### config.mk
export PLATFORM = sky130hd
export DESIGN_NAME = pc_sequencer_flat
export DESIGN_NICKNAME = d
export VERILOG_FILES = /design/src/rtl/pc_seq_pkg.sv /design/src/rtl/pc_sequencer_if.sv /design/src/rtl/pc_next_mux.sv /design/src/rtl/pc_sequencer.sv /design/src/flat_wrapper.sv
export SDC_FILE = /design/constraint.sdc
export NUM_CORES = 1
export LEC_CHECK = 0
export CAP_MARGIN = 0
export CORE_UTILIZATION = 45
export DETAILED_ROUTE_END_ITERATION = 12
export PLACE_DENSITY = 0.81
export SETUP_SLACK_MARGIN = 0.4
export SLEW_MARGIN = 30
export SYNTH_ARGS = -nofsm -noshare
export SYNTH_HDL_FRONTEND = slang
export SYNTH_SLANG_ARGS = --single-unit
### constraint.sdc
create_clock -name clk -period 2.2 [get_ports clk]
set_input_delay 0.33 -clock clk [delete_from_list [all_inputs] [get_ports clk]]
set_output_delay 0.33 -clock clk [all_outputs]
set_load 0.01 [all_outputs]
### src/rtl/pc_seq_pkg.sv
// Shared types and constants for the PC sequencer slice.
package pc_seq_pkg;

    localparam int unsigned XLEN_DEF    = 32;
    localparam int unsigned PC_STEP_DEF = 4;
    localparam logic [1:0]  ALIGN_MASK  = 2'b11;

    typedef enum logic [1:0] {
        ST_BOOT,
        ST_FETCH,
        ST_ISSUE,
        ST_HALTED
    } state_t;

    // True when an instruction address is not word aligned.
    function automatic logic is_misaligned(input logic [1:0] lsbs);
        return (lsbs & ALIGN_MASK) != 2'b00;
    endfunction

endpackage

### src/rtl/pc_sequencer_if.sv
// Fetch-side bundle: instruction memory, decode handoff, redirect and control.
interface pc_sequencer_if
    import pc_seq_pkg::*;
#(
    parameter int unsigned XLEN = XLEN_DEF
);
    logic            imem_req;
    logic [XLEN-1:0] imem_addr;
    logic            imem_ack;
    logic [31:0]     imem_rdata;
    logic            instr_valid;
    logic            instr_ready;
    logic [31:0]     instr_out;
    logic [XLEN-1:0] instr_pc;
    logic            redirect_valid;
    logic [XLEN-1:0] redirect_target;
    logic            halt;
    logic            fault;
    logic [31:0]     fetch_count;

    modport master (
        output imem_req, imem_addr, instr_valid, instr_out, instr_pc, fault, fetch_count,
        input  imem_ack, imem_rdata, instr_ready, redirect_valid, redirect_target, halt
    );

    modport slave (
        input  imem_req, imem_addr, instr_valid, instr_out, instr_pc, fault, fetch_count,
        output imem_ack, imem_rdata, instr_ready, redirect_valid, redirect_target, halt
    );
endinterface

### src/rtl/pc_next_mux.sv
// Next-PC candidates: sequential step, redirect/pending target, alignment check.
module pc_next_mux
    import pc_seq_pkg::*;
#(
    parameter int unsigned XLEN    = XLEN_DEF,
    parameter int unsigned PC_STEP = PC_STEP_DEF
) (
    input  logic [XLEN-1:0] i_pc,
    input  logic            i_redirect_valid,
    input  logic [XLEN-1:0] i_redirect_target,
    input  logic [XLEN-1:0] i_pend_target,
    output logic [XLEN-1:0] o_seq_pc,
    output logic [XLEN-1:0] o_redir_pc,
    output logic            o_misaligned
);

    // A live redirect always beats a stored one (latest target wins).
    always_comb begin
        o_seq_pc     = i_pc + XLEN'(PC_STEP);
        o_redir_pc   = i_redirect_valid ? i_redirect_target : i_pend_target;
        o_misaligned = i_redirect_valid && is_misaligned(i_redirect_target[1:0]);
    end

endmodule

### src/rtl/pc_sequencer.sv
// Program counter owner: fetches via req/ack, presents to decode via valid/ready.
module pc_sequencer
    import pc_seq_pkg::*;
#(
    parameter int unsigned     XLEN         = XLEN_DEF,
    parameter logic [XLEN-1:0] RESET_VECTOR = '0,
    parameter int unsigned     PC_STEP      = PC_STEP_DEF
) (
    input  logic             clk,
    input  logic             rst_n,
    pc_sequencer_if.master   bus
);

    state_t          r_state;
    logic [XLEN-1:0] r_pc;
    logic            r_pend;
    logic [XLEN-1:0] r_pend_tgt;
    logic            r_req;
    logic            r_valid;
    logic [31:0]     r_instr;
    logic [XLEN-1:0] r_ipc;
    logic            r_fault;
    logic [31:0]     r_count;

    logic [XLEN-1:0] w_seq_pc;
    logic [XLEN-1:0] w_redir_pc;
    logic            w_misaligned;

    pc_next_mux #(
        .XLEN    (XLEN),
        .PC_STEP (PC_STEP)
    ) u_next (
        .i_pc              (r_pc),
        .i_redirect_valid  (bus.redirect_valid),
        .i_redirect_target (bus.redirect_target),
        .i_pend_target     (r_pend_tgt),
        .o_seq_pc          (w_seq_pc),
        .o_redir_pc        (w_redir_pc),
        .o_misaligned      (w_misaligned)
    );

    assign bus.imem_req    = r_req;
    assign bus.imem_addr   = r_pc;
    assign bus.instr_valid = r_valid;
    assign bus.instr_out   = r_instr;
    assign bus.instr_pc    = r_ipc;
    assign bus.fault       = r_fault;
    assign bus.fetch_count = r_count;

    // Sequencer FSM with registered handshake outputs.
    always_ff @(posedge clk or negedge rst_n) begin
        if (!rst_n) begin
            r_state    <= ST_BOOT;
            r_pc       <= RESET_VECTOR;
            r_pend     <= 1'b0;
            r_pend_tgt <= '0;
            r_req      <= 1'b0;
            r_valid    <= 1'b0;
            r_instr    <= '0;
            r_ipc      <= '0;
            r_fault    <= 1'b0;
            r_count    <= '0;
        end else begin
            case (r_state)
                ST_BOOT: begin
                    if (w_misaligned) begin
                        r_fault <= 1'b1;
                        r_state <= ST_HALTED;
                    end else begin
                        if (bus.redirect_valid) r_pc <= bus.redirect_target;
                        if (bus.halt) begin
                            r_state <= ST_HALTED;
                        end else begin
                            r_state <= ST_FETCH;
                            r_req   <= 1'b1;
                        end
                    end
                end
                ST_FETCH: begin
                    if (w_misaligned) begin
                        r_fault <= 1'b1;
                        r_req   <= 1'b0;
                        r_pend  <= 1'b0;
                        r_state <= ST_HALTED;
                    end else if (bus.imem_ack) begin
                        if (bus.redirect_valid || r_pend) begin
                            // Redirected fetch: drop the word, re-request at the target.
                            r_pc   <= w_redir_pc;
                            r_pend <= 1'b0;
                            if (bus.halt) begin
                                r_req   <= 1'b0;
                                r_state <= ST_HALTED;
                            end
                        end else begin
                            r_instr <= bus.imem_rdata;
                            r_ipc   <= r_pc;
                            r_req   <= 1'b0;
                            r_valid <= 1'b1;
                            r_state <= ST_ISSUE;
                        end
                    end else if (bus.redirect_valid) begin
                        // Request must complete at its original address first.
                        r_pend     <= 1'b1;
                        r_pend_tgt <= bus.redirect_target;
                    end
                end
                ST_ISSUE: begin
                    if (bus.instr_ready) r_count <= r_count + 32'd1;
                    if (w_misaligned) begin
                        r_fault <= 1'b1;
                        r_valid <= 1'b0;
                        r_state <= ST_HALTED;
                    end else if (bus.redirect_valid || bus.instr_ready) begin
                        r_pc    <= bus.redirect_valid ? w_redir_pc : w_seq_pc;
                        r_valid <= 1'b0;
                        if (bus.halt) begin
                            r_state <= ST_HALTED;
                        end else begin
                            r_state <= ST_FETCH;
                            r_req   <= 1'b1;
                        end
                    end
                end
                ST_HALTED: begin
                    r_req   <= 1'b0;
                    r_valid <= 1'b0;
                end
                default: begin
                    r_req   <= 1'b0;
                    r_valid <= 1'b0;
                    r_state <= ST_HALTED;
                end
            endcase
        end
    end

endmodule

### src/flat_wrapper.sv
// flat-port wrapper written by rule: the top's interface ports become plain ports
module pc_sequencer_flat import pc_seq_pkg::*;
#(
    parameter int unsigned     XLEN         = XLEN_DEF,
    parameter logic [XLEN-1:0] RESET_VECTOR = '0,
    parameter int unsigned     PC_STEP      = PC_STEP_DEF
)
  (clk, rst_n, bus_imem_req, bus_imem_addr, bus_instr_valid, bus_instr_out, bus_instr_pc, bus_fault, bus_fetch_count, bus_imem_ack, bus_imem_rdata, bus_instr_ready, bus_redirect_valid, bus_redirect_target, bus_halt);
  pc_sequencer_if #(.XLEN(XLEN)) bus_i ();
  input  logic clk;
  input  logic rst_n;
  output wire logic [$bits(bus_i.imem_req)-1:0] bus_imem_req;
  output wire logic [$bits(bus_i.imem_addr)-1:0] bus_imem_addr;
  output wire logic [$bits(bus_i.instr_valid)-1:0] bus_instr_valid;
  output wire logic [$bits(bus_i.instr_out)-1:0] bus_instr_out;
  output wire logic [$bits(bus_i.instr_pc)-1:0] bus_instr_pc;
  output wire logic [$bits(bus_i.fault)-1:0] bus_fault;
  output wire logic [$bits(bus_i.fetch_count)-1:0] bus_fetch_count;
  input wire logic [$bits(bus_i.imem_ack)-1:0] bus_imem_ack;
  input wire logic [$bits(bus_i.imem_rdata)-1:0] bus_imem_rdata;
  input wire logic [$bits(bus_i.instr_ready)-1:0] bus_instr_ready;
  input wire logic [$bits(bus_i.redirect_valid)-1:0] bus_redirect_valid;
  input wire logic [$bits(bus_i.redirect_target)-1:0] bus_redirect_target;
  input wire logic [$bits(bus_i.halt)-1:0] bus_halt;
  assign bus_imem_req = bus_i.imem_req;
  assign bus_imem_addr = bus_i.imem_addr;
  assign bus_instr_valid = bus_i.instr_valid;
  assign bus_instr_out = bus_i.instr_out;
  assign bus_instr_pc = bus_i.instr_pc;
  assign bus_fault = bus_i.fault;
  assign bus_fetch_count = bus_i.fetch_count;
  assign bus_i.imem_ack = bus_imem_ack;
  assign bus_i.imem_rdata = bus_imem_rdata;
  assign bus_i.instr_ready = bus_instr_ready;
  assign bus_i.redirect_valid = bus_redirect_valid;
  assign bus_i.redirect_target = bus_redirect_target;
  assign bus_i.halt = bus_halt;
  pc_sequencer #(.XLEN(XLEN), .RESET_VECTOR(RESET_VECTOR), .PC_STEP(PC_STEP)) u_core (.clk(clk), .rst_n(rst_n), .bus(bus_i));
endmodule
==> run metrics <==
Core ar. 17360 µm²; crit path DAT 2.53 ns; outcome finished, violations left; endpoints failing hold 0; relative slew slack 0.6164; die area 18400 µm²; Finished Core Util 0.7776; Yosys Warn Count 0; global route overflow 0; FF-to-FF Start u_core.r_state[1]; # IOs 201; Starting Density 0.4631; Power Dens Cells 1449 nW/µm²; # setup viols final 3; fin crit share 1.006; Chip Height 135.6 µm; Hold WS 0.4421 ns; iteration-0 DRC count of the detailed router 907; dpl cells 1175; worst path bufs/invs 3; EDFF count, synth 0; crit path cell chain inv_4 -> ha_4 -> or2_4 -> o21ai_4 -> buf_6 -> buf_6 -> nand3_4 -> o21ai_1 -> a21bo_2; placed inst area 10940 µm²; Clk Latency, worst-skew pair 0.43 ns; worst hold path class in -> async; failing checks negative setup slack; post-route ant nets 0; Slew Viols, Final 0; switching power share of the total 0.3831; cells after synthesis 719; leak pwr 5.901 nW; CTS tree built; hpwl dp 16.11 mm; CTS buffer count 17; clock sink count 166; Final min period 2.214 ns; DR vias 8094; Max Cap Viol 0; Buffers on Ports 200; n_diodes 0; clock power share 0.152; logic gate share of total power 0.572; Sequential Power Share 0.276; synth unique cells 67; Final Routed Wirelength 31.09 mm; clock skew 0.008629 ns; Routed wire per std cell 24.03 µm; # rows 48; switching power 7.491 mW; post-synthesis sequential area ratio 0.5168; H-tree levels 4; VDD IR max 0.0008963 V; WP data required 2.52 ns; register bit total from synthesis 166; Internal 12.06 mW; Vias per Instance 6.255; Syn Area/Cell 11.18 µm²; most used cell, CP buf_6; critical path launch point u_core.r_state[1]; final instance count without filler cells 1294; first-pass GRT wire length 42.15 mm; Crit path max-delay family compound AO/OA/AOI/OAI gates; Least-Margin Pin Slew 0.5693 ns; Synthesized Nets 796; initial antenna violation count 0; ys async rst share 1.000; fin area 13500 µm²; Critical Path Max Stage Delay 0.42 ns; vias in the first global route 7670; Setup crit end kind flop; Power, Total 19.55 mW; Root Driver clkbuf_16; Reg clk slew, reported paths 0.06 ns; Layout Nets 1133; GRT Total Usage 0.3023; RSZ-0062 raised after global routing true; Die Width 135.6 µm; Cell Area, Synth 8038 µm²; layout cells sized above 1 0.3676; crit path kind reg -> reg; Fmax 451.8 MHz; Startpoint Class flop; Layout area overhead 67.92%; CP max FO 6; Max clock buf depth 2; Post-synth top flop dfrtp_1; pin count of the biggest net entering global routing 53; Worst Slack Setup Final -0.01361 ns; first drt pass iteration count 6; Worst path slowest cell dfrtp_2; DRC viols 0; GP Congestion 0.8878
## worst paths after layout
kind	endpoint	slack [ns]	cells after the start
worst min register to register	u_core.bus.fetch_count[31]	0.47	1
min in group clk	u_core.bus.fetch_count[31]	0.47	1
worst max register to register	u_core.bus.imem_addr[29]	-0.01	9
worst min-delay path	u_core.bus.instr_out[30]	0.44	2
max in group asynchronous	u_core.bus.instr_out[24]	1.04	3
worst max-delay path	u_core.bus.imem_addr[29]	-0.01	9
## area by class of cell
type                            instances  area (µm²)
Clock buffer                           23       498.0
Fill cell                             961        3860
Clock inverter                          9       92.59
Multi-Input combinational cell        501        4523
Sequential cell                       166        4180
Inverter                               13       57.56
Timing Repair Buffer                  357        3864
Tap cell                              225       281.5
## sequential cells by signal, indices dropped and copies added, names as in the netlist
signal / flops
u_core.bus.fetch_count: 32
u_core.bus.imem_addr: 32
u_core.r_pend: 1
u_core.bus.fault: 1
u_core.bus.imem_req: 1
u_core.bus.instr_pc: 32
u_core.bus.instr_valid: 1
u_core.bus.instr_out: 32
u_core.r_state: 2
u_core.r_pend_tgt: 32
## repair_timing
item / 4_1_cts / 5_1_grt
gates cloned: 15 / 2
resized for setup: 122 / 147
pin swaps: 10 / 30
setup buffers: 41 / 28
setup endpoints to repair: 153 / 162
hold buffers: 1 / 0
endpoints found under the hold margin: 48 / 0
## power groups by stage
stage / clock, mW / sequential (mW) / combinational, mW
finish: 2.97 / 5.41 / 11.2
global route: 3.10 / 5.49 / 11.6
CTS: 2.98 / 5.21 / 9.33
detailed placement: 0 / 5.23 / 7.98
global placement: 0 / 5.15 / 7.78
floorplan: 0 / 5.54 / 4.04
## logic make-up (layout without fill, tap and decap cells)
group	count (synthesis)	count (layout)	synth area share
simple gates	202	205	0.1303
flops	166	166	0.5168
compound gates	151	151	0.1306
mux	99	99	0.1382
buf+inv	55	402	0.03067
xor+xnor	39	39	0.04250
fa+ha+maj	7	7	0.01090
## cells in the final DEF (no fill, tap or decap), drive strengths merged, types with 14 or more instances in the layout
| master | n |
|---|---|
| clkdlybuf4s50 | 177 |
| o21ai | 39 |
| buf | 155 |
| mux2 | 96 |
| dlygate4sd2 | 16 |
| and3 | 14 |
| nor2 | 45 |
| xnor2 | 28 |
| dfrtp | 166 |
| nand3 | 23 |
| clkbuf | 25 |
| nand4 | 17 |
| nand2 | 50 |
| a21oi | 15 |
| nor3 | 14 |
## metal layers
layer | share of wire | GRT usage | routed length [µm]
met5 | 0 | 0 | 0
met3 | 0.10 | 0.06622 | 3230
met2 | 0.47 | 0.4864 | 14540
met4 | 0.061 | 0.1461 | 1902
met1 | 0.37 | 0.3853 | 11410
## per-stage QoR
| step | worst slack (ns) | setup TNS, ns |
|---|---|---|
| 2_1_floorplan | 0.1855 | 0 |
| 3_3_place_gp | 0.05538 | 0 |
| 3_5_place_dp | -0.001496 | -0.001496 |
| 4_1_cts | 0.1997 | 0 |
| 5_1_grt | -0.05476 | -0.2029 |
| 6_report | -0.01361 | -0.03175 |
## synthesized netlist by cell type, drive strengths merged (3+ instances only)
cell type / count / area [µm²]
a22o: 6 / 52.55
and4: 9 / 78.83
o22ai: 4 / 25.02
and2: 5 / 31.28
nand2: 50 / 187.7
or2: 5 / 31.28
nor3: 14 / 75.07
o21ai: 39 / 198.9
o211ai: 6 / 45.04
nand2b: 5 / 31.28
nand4: 17 / 121.4
o221ai: 7 / 61.31
nand3: 22 / 110.1
a221oi: 6 / 52.55
nor2b: 6 / 37.54
mux2i: 3 / 30.03
nor2: 45 / 168.9
a21o: 4 / 30.03
a22oi: 6 / 45.04
a21oi: 15 / 75.07
o31ai: 11 / 87.58
clkbuf: 18 / 70.07
a221o: 3 / 30.03
a31oi: 11 / 68.82
inv: 13 / 48.80
ha: 7 / 87.58
mux2: 96 / 1081
buf: 24 / 127.6
xnor2: 28 / 245.2
xor2: 11 / 96.34
nor4: 7 / 56.30
dfrtp: 166 / 4154
a211oi: 9 / 67.56
and3: 12 / 75.07
Power figures use the tool's default switching activity.
==> variant 1, RTL diff (same flow settings) <==
`XLEN_DEF`: 32 -> 28.
--- a/src/rtl/pc_seq_pkg.sv
+++ b/src/rtl/pc_seq_pkg.sv
@@ -1,7 +1,7 @@
 // Shared types and constants for the PC sequencer slice.
 package pc_seq_pkg;
 
-    localparam int unsigned XLEN_DEF    = 32;
+    localparam int unsigned XLEN_DEF    = 28;
     localparam int unsigned PC_STEP_DEF = 4;
     localparam logic [1:0]  ALIGN_MASK  = 2'b11;
 
Interface: changed (resized bus_imem_addr, bus_instr_pc and bus_redirect_target); port bits go from 201 to 189. No check against the original RTL was run, so the function may have changed too.
==> variant 1 against the unedited design <==
Routed wire length shrank 17%; die area shrank 6.9%; critical path depth is the same; worst setup slack gained 0.062 ns; utilization shrank 2.6 points; synthesized area shrank 7.1%; design area shrank 11%; synthesized cell count shrank 5.3%; global-route usage shrank 1.8 points; maximum frequency grew 2.9%; sequential cell count shrank 12; worst hold slack gained 0.023 ns; total power shrank 15%; count of clock-buffer cells in the layout shrank 2.
==> variant 1: results (changes against the unedited design) <==
stage,metric,value,unit,change
cts,"CTS clk-pin slew, worst paths",0.06,ns,about the same
yosys,xor/xnor cell area share of the yosys netlist,4.34,%,was 4.25%
global_route,maximum number of pins on one net before global-route repair,62,,was 53
worst_hold_path,worst hold-check path type,input port to asynchronous set/reset pin,,unchanged
yosys,Synth Warn #,0,,unchanged
cts,worst skew pair latency,0.43,ns,about the same
critical_path,CP top delay family,simple AND/OR/NAND/NOR gates,,was compound AO/OA/AOI/OAI gates
place,Placer Congestion,0.870,,was 0.888
drt,Post-Route WL,25.8,mm,was 31.1 mm
place,Post-DP Area,0.0100,sq mm,was 0.0109 sq mm
global_route,GRT Resource Usage Total,28.5,%,was 30.2%
drt,first drt pass iteration count,5,,was 6
global_route,vias in the first global route,6829,,was 7670
yosys,multiplexer area fraction after synthesis,13.7,%,was 13.8%
yosys,largest cells by area after synthesis,"dfrtp_1, mux2_2, nand2_1, xnor2_1, nor2_1",,"was dfrtp_1, mux2_2, xnor2_1, o21ai_0, nand2_1"
pwr,Pleak,0.00519,uW,was 0.00590 uW
place,# port buffers,188,,was 200
final_layout,n_diodes,0,,unchanged
drt,Iter 0 DRT Violations,561,,was 907
cts,Max clock buf depth,2,,unchanged
cts,TritonCTS Buffers,17,,unchanged
yosys,library cells used by synthesis,63,,was 67
final_layout,layout cell share with drive strength beyond 1,36.9,%,was 36.8%
critical_path,CP max stage cell,dfrtp_2,,unchanged
pwr,Max IR drop VDD,0.000687,V,was 0.000896 V
yosys,sequential area share after synthesis,51.6,%,was 51.7%
final_layout,fillers,945,,was 961
pwr,switching power share of the total,37.4,%,was 38.3%
place,Post-DP HPWL,14.2,mm,was 16.1 mm
global_route,first-pass GRT wire length,36.6,mm,was 42.2 mm
final_layout,Nets,1039,,was 1133
global_route,initial antenna violation count,0,,unchanged
yosys,Post-synth EDFFs,0,,unchanged
yosys,post-synthesis compound-gate area fraction,11.6,%,was 13.1%
critical_path,Critical Path AT,2.46,ns,was 2.53 ns
cts,H-Tree Depth,4,,unchanged
global_route,met2 GRT Util,44.9,%,was 48.6%
cts,CTS root buf,clkbuf_16,,unchanged
yosys,Mapped Nets,754,,was 796
yosys,top post-synthesis cells by count,"dfrtp_1, mux2_2, nand2_1",,unchanged
yosys,Async SR Flop Fraction,100,%,unchanged
critical_path,crit path max fanout,4,,was 6
yosys,post-synthesis adder-cell area fraction,1.17,%,was 1.09%
sta,clock skew,0.0140,ns,was 0.00863 ns
global_route,M1 GR Usage,36.1,%,was 38.5%
outcome,status,"complete, no violations",,"was complete, but fails checks"
global_route,met3 Usage GRT,5.70,%,was 6.62%
drt,Via density,5.91,,was 6.26
sta,worst-margin pin slew,0.601,ns,was 0.569 ns
critical_path,Critical Path Max Stage Delay,0.41,ns,
place,Place WS,-0.105,ns,was -0.00150 ns
[variant 1: cell count changes in the layout (fill, tap and decap cells not counted), sizes merged, moves of 7 or more]
cell	change
a31oi	-8
and3	-8
buf	-37
clkdlybuf4s50	-16
dfrtp	-12
mux2	-7
nand2	+10
o21ai	-8
[variant 1: path summary, 6_finish.rpt]
path                                             from                    endpoint  slack (ns)  cells past startpoint
setup / recovery              u_core.bus.imem_addr[2]    u_core.bus.imem_addr[24]        0.05                      9
hold / removal                                  rst_n        u_core.r_pend_tgt[8]        0.46                      2
setup reg to reg              u_core.bus.imem_addr[2]    u_core.bus.imem_addr[24]        0.05                      9
hold reg to reg            u_core.bus.fetch_count[30]  u_core.bus.fetch_count[30]        0.49                      1
max in group asynchronous                       rst_n    u_core.bus.imem_addr[12]        1.05                      3
min in group clk                   bus_redirect_valid            u_core.bus.fault        0.47                      4
[variant 1: routing by layer]
| metal | wire [um] | vias to the layer above |
|---|---|---|
| met3 | 2200 | 124 |
| met4 | 1380 | 0 |
| met1 | 9750 | 3434 |
| met2 | 12400 | 431 |
| met5 | 0 | - |
| li1 | - | 3065 |
[variant 1: worst register-to-register path: stages, from the launching register on]
cell and delay (ns):
dfrtp_2 0.41, ha_4 0.15, nand4_1 0.09, buf_4 0.18, buf_4 0.15, nor4_4 0.27, buf_4 0.20, nand3_2 0.12
nor4b_4 0.16, a2111oi_2 0.31
[variant 1: final cells by class]
| type | instances | area, sq um | area share (%) |
|---|---|---|---|
| clock buffers | 21 | 480 | 3.98 |
| clock inverters | 10 | 116 | 0.965 |
| inverters | 15 | 61.3 | 0.508 |
| multi-input cells | 471 | 4130 | 34.3 |
| flip-flops and latches | 154 | 3880 | 32.2 |
| well taps | 216 | 270 | 2.24 |
| repair buffers | 307 | 3120 | 25.9 |
[variant 1: what timing repair did]
| item | in CTS | in global routing |
|---|---|---|
| gates cloned | 9 | 1 |
| endpoints found under the setup margin | 149 | 118 |
| gates resized for setup | 127 | 91 |
| hold endpoints to repair | 58 | 0 |
| hold buffers | 1 | 0 |
| pin swaps | 30 | 29 |
| buffers inserted | 29 | 23 |
[variant 1: power by group through the flow]
stage	registers, uW	clock network (uW)	logic [uW]
2_1_floorplan	5040	0	2890
3_3_place_gp	4720	0	6010
3_5_place_dp	4770	0	6150
4_1_cts	4750	3000	7550
5_1_grt	4970	3120	9190
6_report	4840	2980	8720
[variant 1: cell families after synthesis]
family | count (synthesis)
adders and majority gates | 7
buffers and inverters | 56
DFF | 154
xor gates and xnor gates | 37
AOI/OAI and AO/OA | 124
and+or+nand+nor | 212
muxes | 91
[variant 1: through the flow]
stage                     std cells  total power [uW]  util (%)
after CTS                      1170             15300      71.3
final                          1194             16500      75.1
after floorplan                 681              7930         -
after global placement         1100             10700      62.4
after detailed placement       1100             10900      62.4
after global routing           1194             17300      75.1
==> variant 2, RTL diff (config.mk and constraints unchanged) <==
Without the edit above. Encoding of `state_t`: now one-hot (4 bits for 4 states).
--- a/src/rtl/pc_seq_pkg.sv
+++ b/src/rtl/pc_seq_pkg.sv
@@ -5,11 +5,11 @@
     localparam int unsigned PC_STEP_DEF = 4;
     localparam logic [1:0]  ALIGN_MASK  = 2'b11;
 
-    typedef enum logic [1:0] {
-        ST_BOOT,
-        ST_FETCH,
-        ST_ISSUE,
-        ST_HALTED
+    typedef enum logic [3:0] {
+        ST_BOOT   = 4'b0001,
+        ST_FETCH  = 4'b0010,
+        ST_ISSUE  = 4'b0100,
+        ST_HALTED = 4'b1000
     } state_t;
 
     // True when an instruction address is not word aligned.
Function: same outputs for any inputs over 4 cycles, from zero or initial values and one cycle with rst_n low; so few cycles prove little.
==> variant 2 against the unedited design <==
Worst setup slack gained 0.094 ns; routed wire length down 7.8%; critical path depth shrank 1; synthesized cell count is 8.1% lower; sequential cell count increased by 2; synthesized area fell by 4.6%; design area decreased by 6.2%; maximum frequency rose by 4.4%; cell count down 6.0%.
Power is not compared: it rests on default switching activity, and its combinational part moved more than twofold at a synthesized area within 25%.
==> variant 2: results (changes against the unedited design) <==
stage,metric,value,unit,change
drt,Via density,6.07,,was 6.26
cts,Max clock buf depth,2,,unchanged
yosys,post-synthesis compound-gate area fraction,11.6,%,was 13.1%
global_route,initial antenna violation count,0,,unchanged
place,Placer Congestion,0.888,,about the same
yosys,library cells used by synthesis,65,,was 67
yosys,largest cells by area after synthesis,"dfrtp_1, mux2_2, o21ai_0, xnor2_1, nand2_1",,"was dfrtp_1, mux2_2, xnor2_1, o21ai_0, nand2_1"
cts,worst skew pair latency,0.44,ns,
sta,Slew Limit Fails,0,,unchanged
final_layout,layout cell share with drive strength beyond 1,40.6,%,was 36.8%
worst_hold_path,worst hold-check path type,input port to asynchronous set/reset pin,,unchanged
place,# port buffers,200,,unchanged
cts,"CTS clk-pin slew, worst paths",0.07,ns,
place,Post-DP HPWL,14.6,mm,was 16.1 mm
critical_path,CP max stage cell,dfstp_2,,was dfrtp_2
global_route,first-pass GRT wire length,36.7,mm,was 42.2 mm
yosys,Async SR Flop Fraction,100,%,unchanged
global_route,maximum number of pins on one net before global-route repair,49,,was 53
global_route,GRT Resource Usage Total,26.9,%,was 30.2%
cts,TritonCTS Buffers,17,,unchanged
drt,first drt pass iteration count,5,,was 6
global_route,vias in the first global route,6844,,was 7670
outcome,status,"complete, no violations",,"was complete, but fails checks"
cts,H-Tree Depth,4,,unchanged
final_layout,Nets,1056,,was 1133
yosys,xor/xnor cell area share of the yosys netlist,4.11,%,was 4.25%
pwr,Pleak,0.00593,uW,
yosys,Mapped Nets,733,,was 796
critical_path,Critical Path Max Stage Delay,0.61,ns,was 0.42 ns
place,Post-DP Area,0.0103,sq mm,was 0.0109 sq mm
drt,Routed wire per std cell,23.6,um,was 24.0 um
yosys,top post-synthesis cells by count,"dfrtp_1, mux2_2, o21ai_0",,"was dfrtp_1, mux2_2, nand2_1"
critical_path,Setup CP Type,flip-flop to flip-flop,,unchanged
yosys,top-area cell type share of the netlist area,54.5,%,was 51.7%
yosys,post-synthesis adder-cell area fraction,0.326,%,was 1.09%
cts,CTS root buf,clkbuf_16,,unchanged
yosys,sequential area share after synthesis,54.8,%,was 51.7%
critical_path,CP top delay family,flip-flops,,was compound AO/OA/AOI/OAI gates
yosys,Synth Warn #,0,,unchanged
final_layout,fillers,951,,was 961
critical_path,Critical Path AT,2.43,ns,was 2.53 ns
final_layout,n_diodes,0,,unchanged
critical_path,crit path max fanout,7,,was 6
yosys,Post-synth EDFFs,0,,unchanged
pwr,Max IR drop VDD,0.000569,V,
yosys,"count leader, synth",dfrtp_1,,unchanged
pwr,switching power,1820,uW,
sta,clock skew,0.0128,ns,was 0.00863 ns
yosys,multiplexer area fraction after synthesis,13.5,%,was 13.8%
drt,Iter 0 DRT Violations,700,,was 907
==> variant 2: path summary, 6_finish.rpt <==
path	from	end	slack [ns]	cells after the start
setup / recovery	u_core.r_state[0]	u_core.bus.imem_addr[15]	0.08	8
hold / removal	rst_n	u_core.bus.fetch_count[29]	0.41	2
setup reg to reg	u_core.r_state[0]	u_core.bus.imem_addr[15]	0.08	8
hold reg to reg	u_core.bus.instr_pc[18]	u_core.bus.instr_pc[18]	0.48	2
max in group asynchronous	rst_n	u_core.r_state[0]	1.09	3
min in group clk	u_core.bus.instr_pc[18]	u_core.bus.instr_pc[18]	0.48	2
==> variant 2: layout make-up <==
class	count	area [sq um]	share of cell area, %
flip-flops and latches	168	4230	33.4
clock buffers	17	425	3.36
inverters	5	18.8	0.148
clock inverters	15	175	1.38
repair buffers	344	3620	28.6
well taps	220	275	2.17
multi-input cells	448	3910	30.9
==> variant 2: logic make-up after synthesis <==
group | count (synthesis)
AOI/OAI and AO/OA | 137
adders and majority gates | 2
other | 1
and+or+nand+nor | 179
muxes | 92
DFF | 168
xor gates and xnor gates | 36
buffers and inverters | 46
==> variant 2: layer usage <==
metal / vias up / track usage (%) / part of all wire [%] / wire (um)
met1: 3623 / 34.2 / 38 / 10800
li1: 3100 / - / - / -
met4: 0 / 13.4 / 4.6 / 1310
met2: 529 / 43.6 / 49 / 14000
met5: - / 0 / 0 / 0
met3: 132 / 5.71 / 9.1 / 2610
==> variant 2: power groups by stage <==
stage	clock (uW)	sequential, uW	combinational (uW)
global route	3290	3300	816
CTS	3120	3270	667
global placement	0	3320	652
detailed placement	0	3330	665
floorplan	0	3340	162
finish	3130	3290	772
==> variant 2: what timing repair did <==
item | 4_1_cts | 5_1_grt
endpoints found under the setup margin | 177 | 175
setup buffers | 39 | 27
resized for setup | 93 | 157
pin swaps | 25 | 50
cloned | 8 | 11
hold buffers | 1 | 0
endpoints found under the hold margin | 43 | 0
==> variant 2: per-stage QoR <==
stage	cells	hold WS [ns]	power (uW)	setup WS [ns]	utilization, %
after global routing	1217	0.444	7400	-0.0683	76.4
after CTS	1179	0.411	7050	0.220	70.2
final	1217	0.414	7190	0.0801	76.4
after floorplan	661	0.0344	3510	0.0807	-
after detailed placement	1099	0.303	3990	-0.0176	62.3
after global placement	1099	0.304	3980	0.0480	62.3
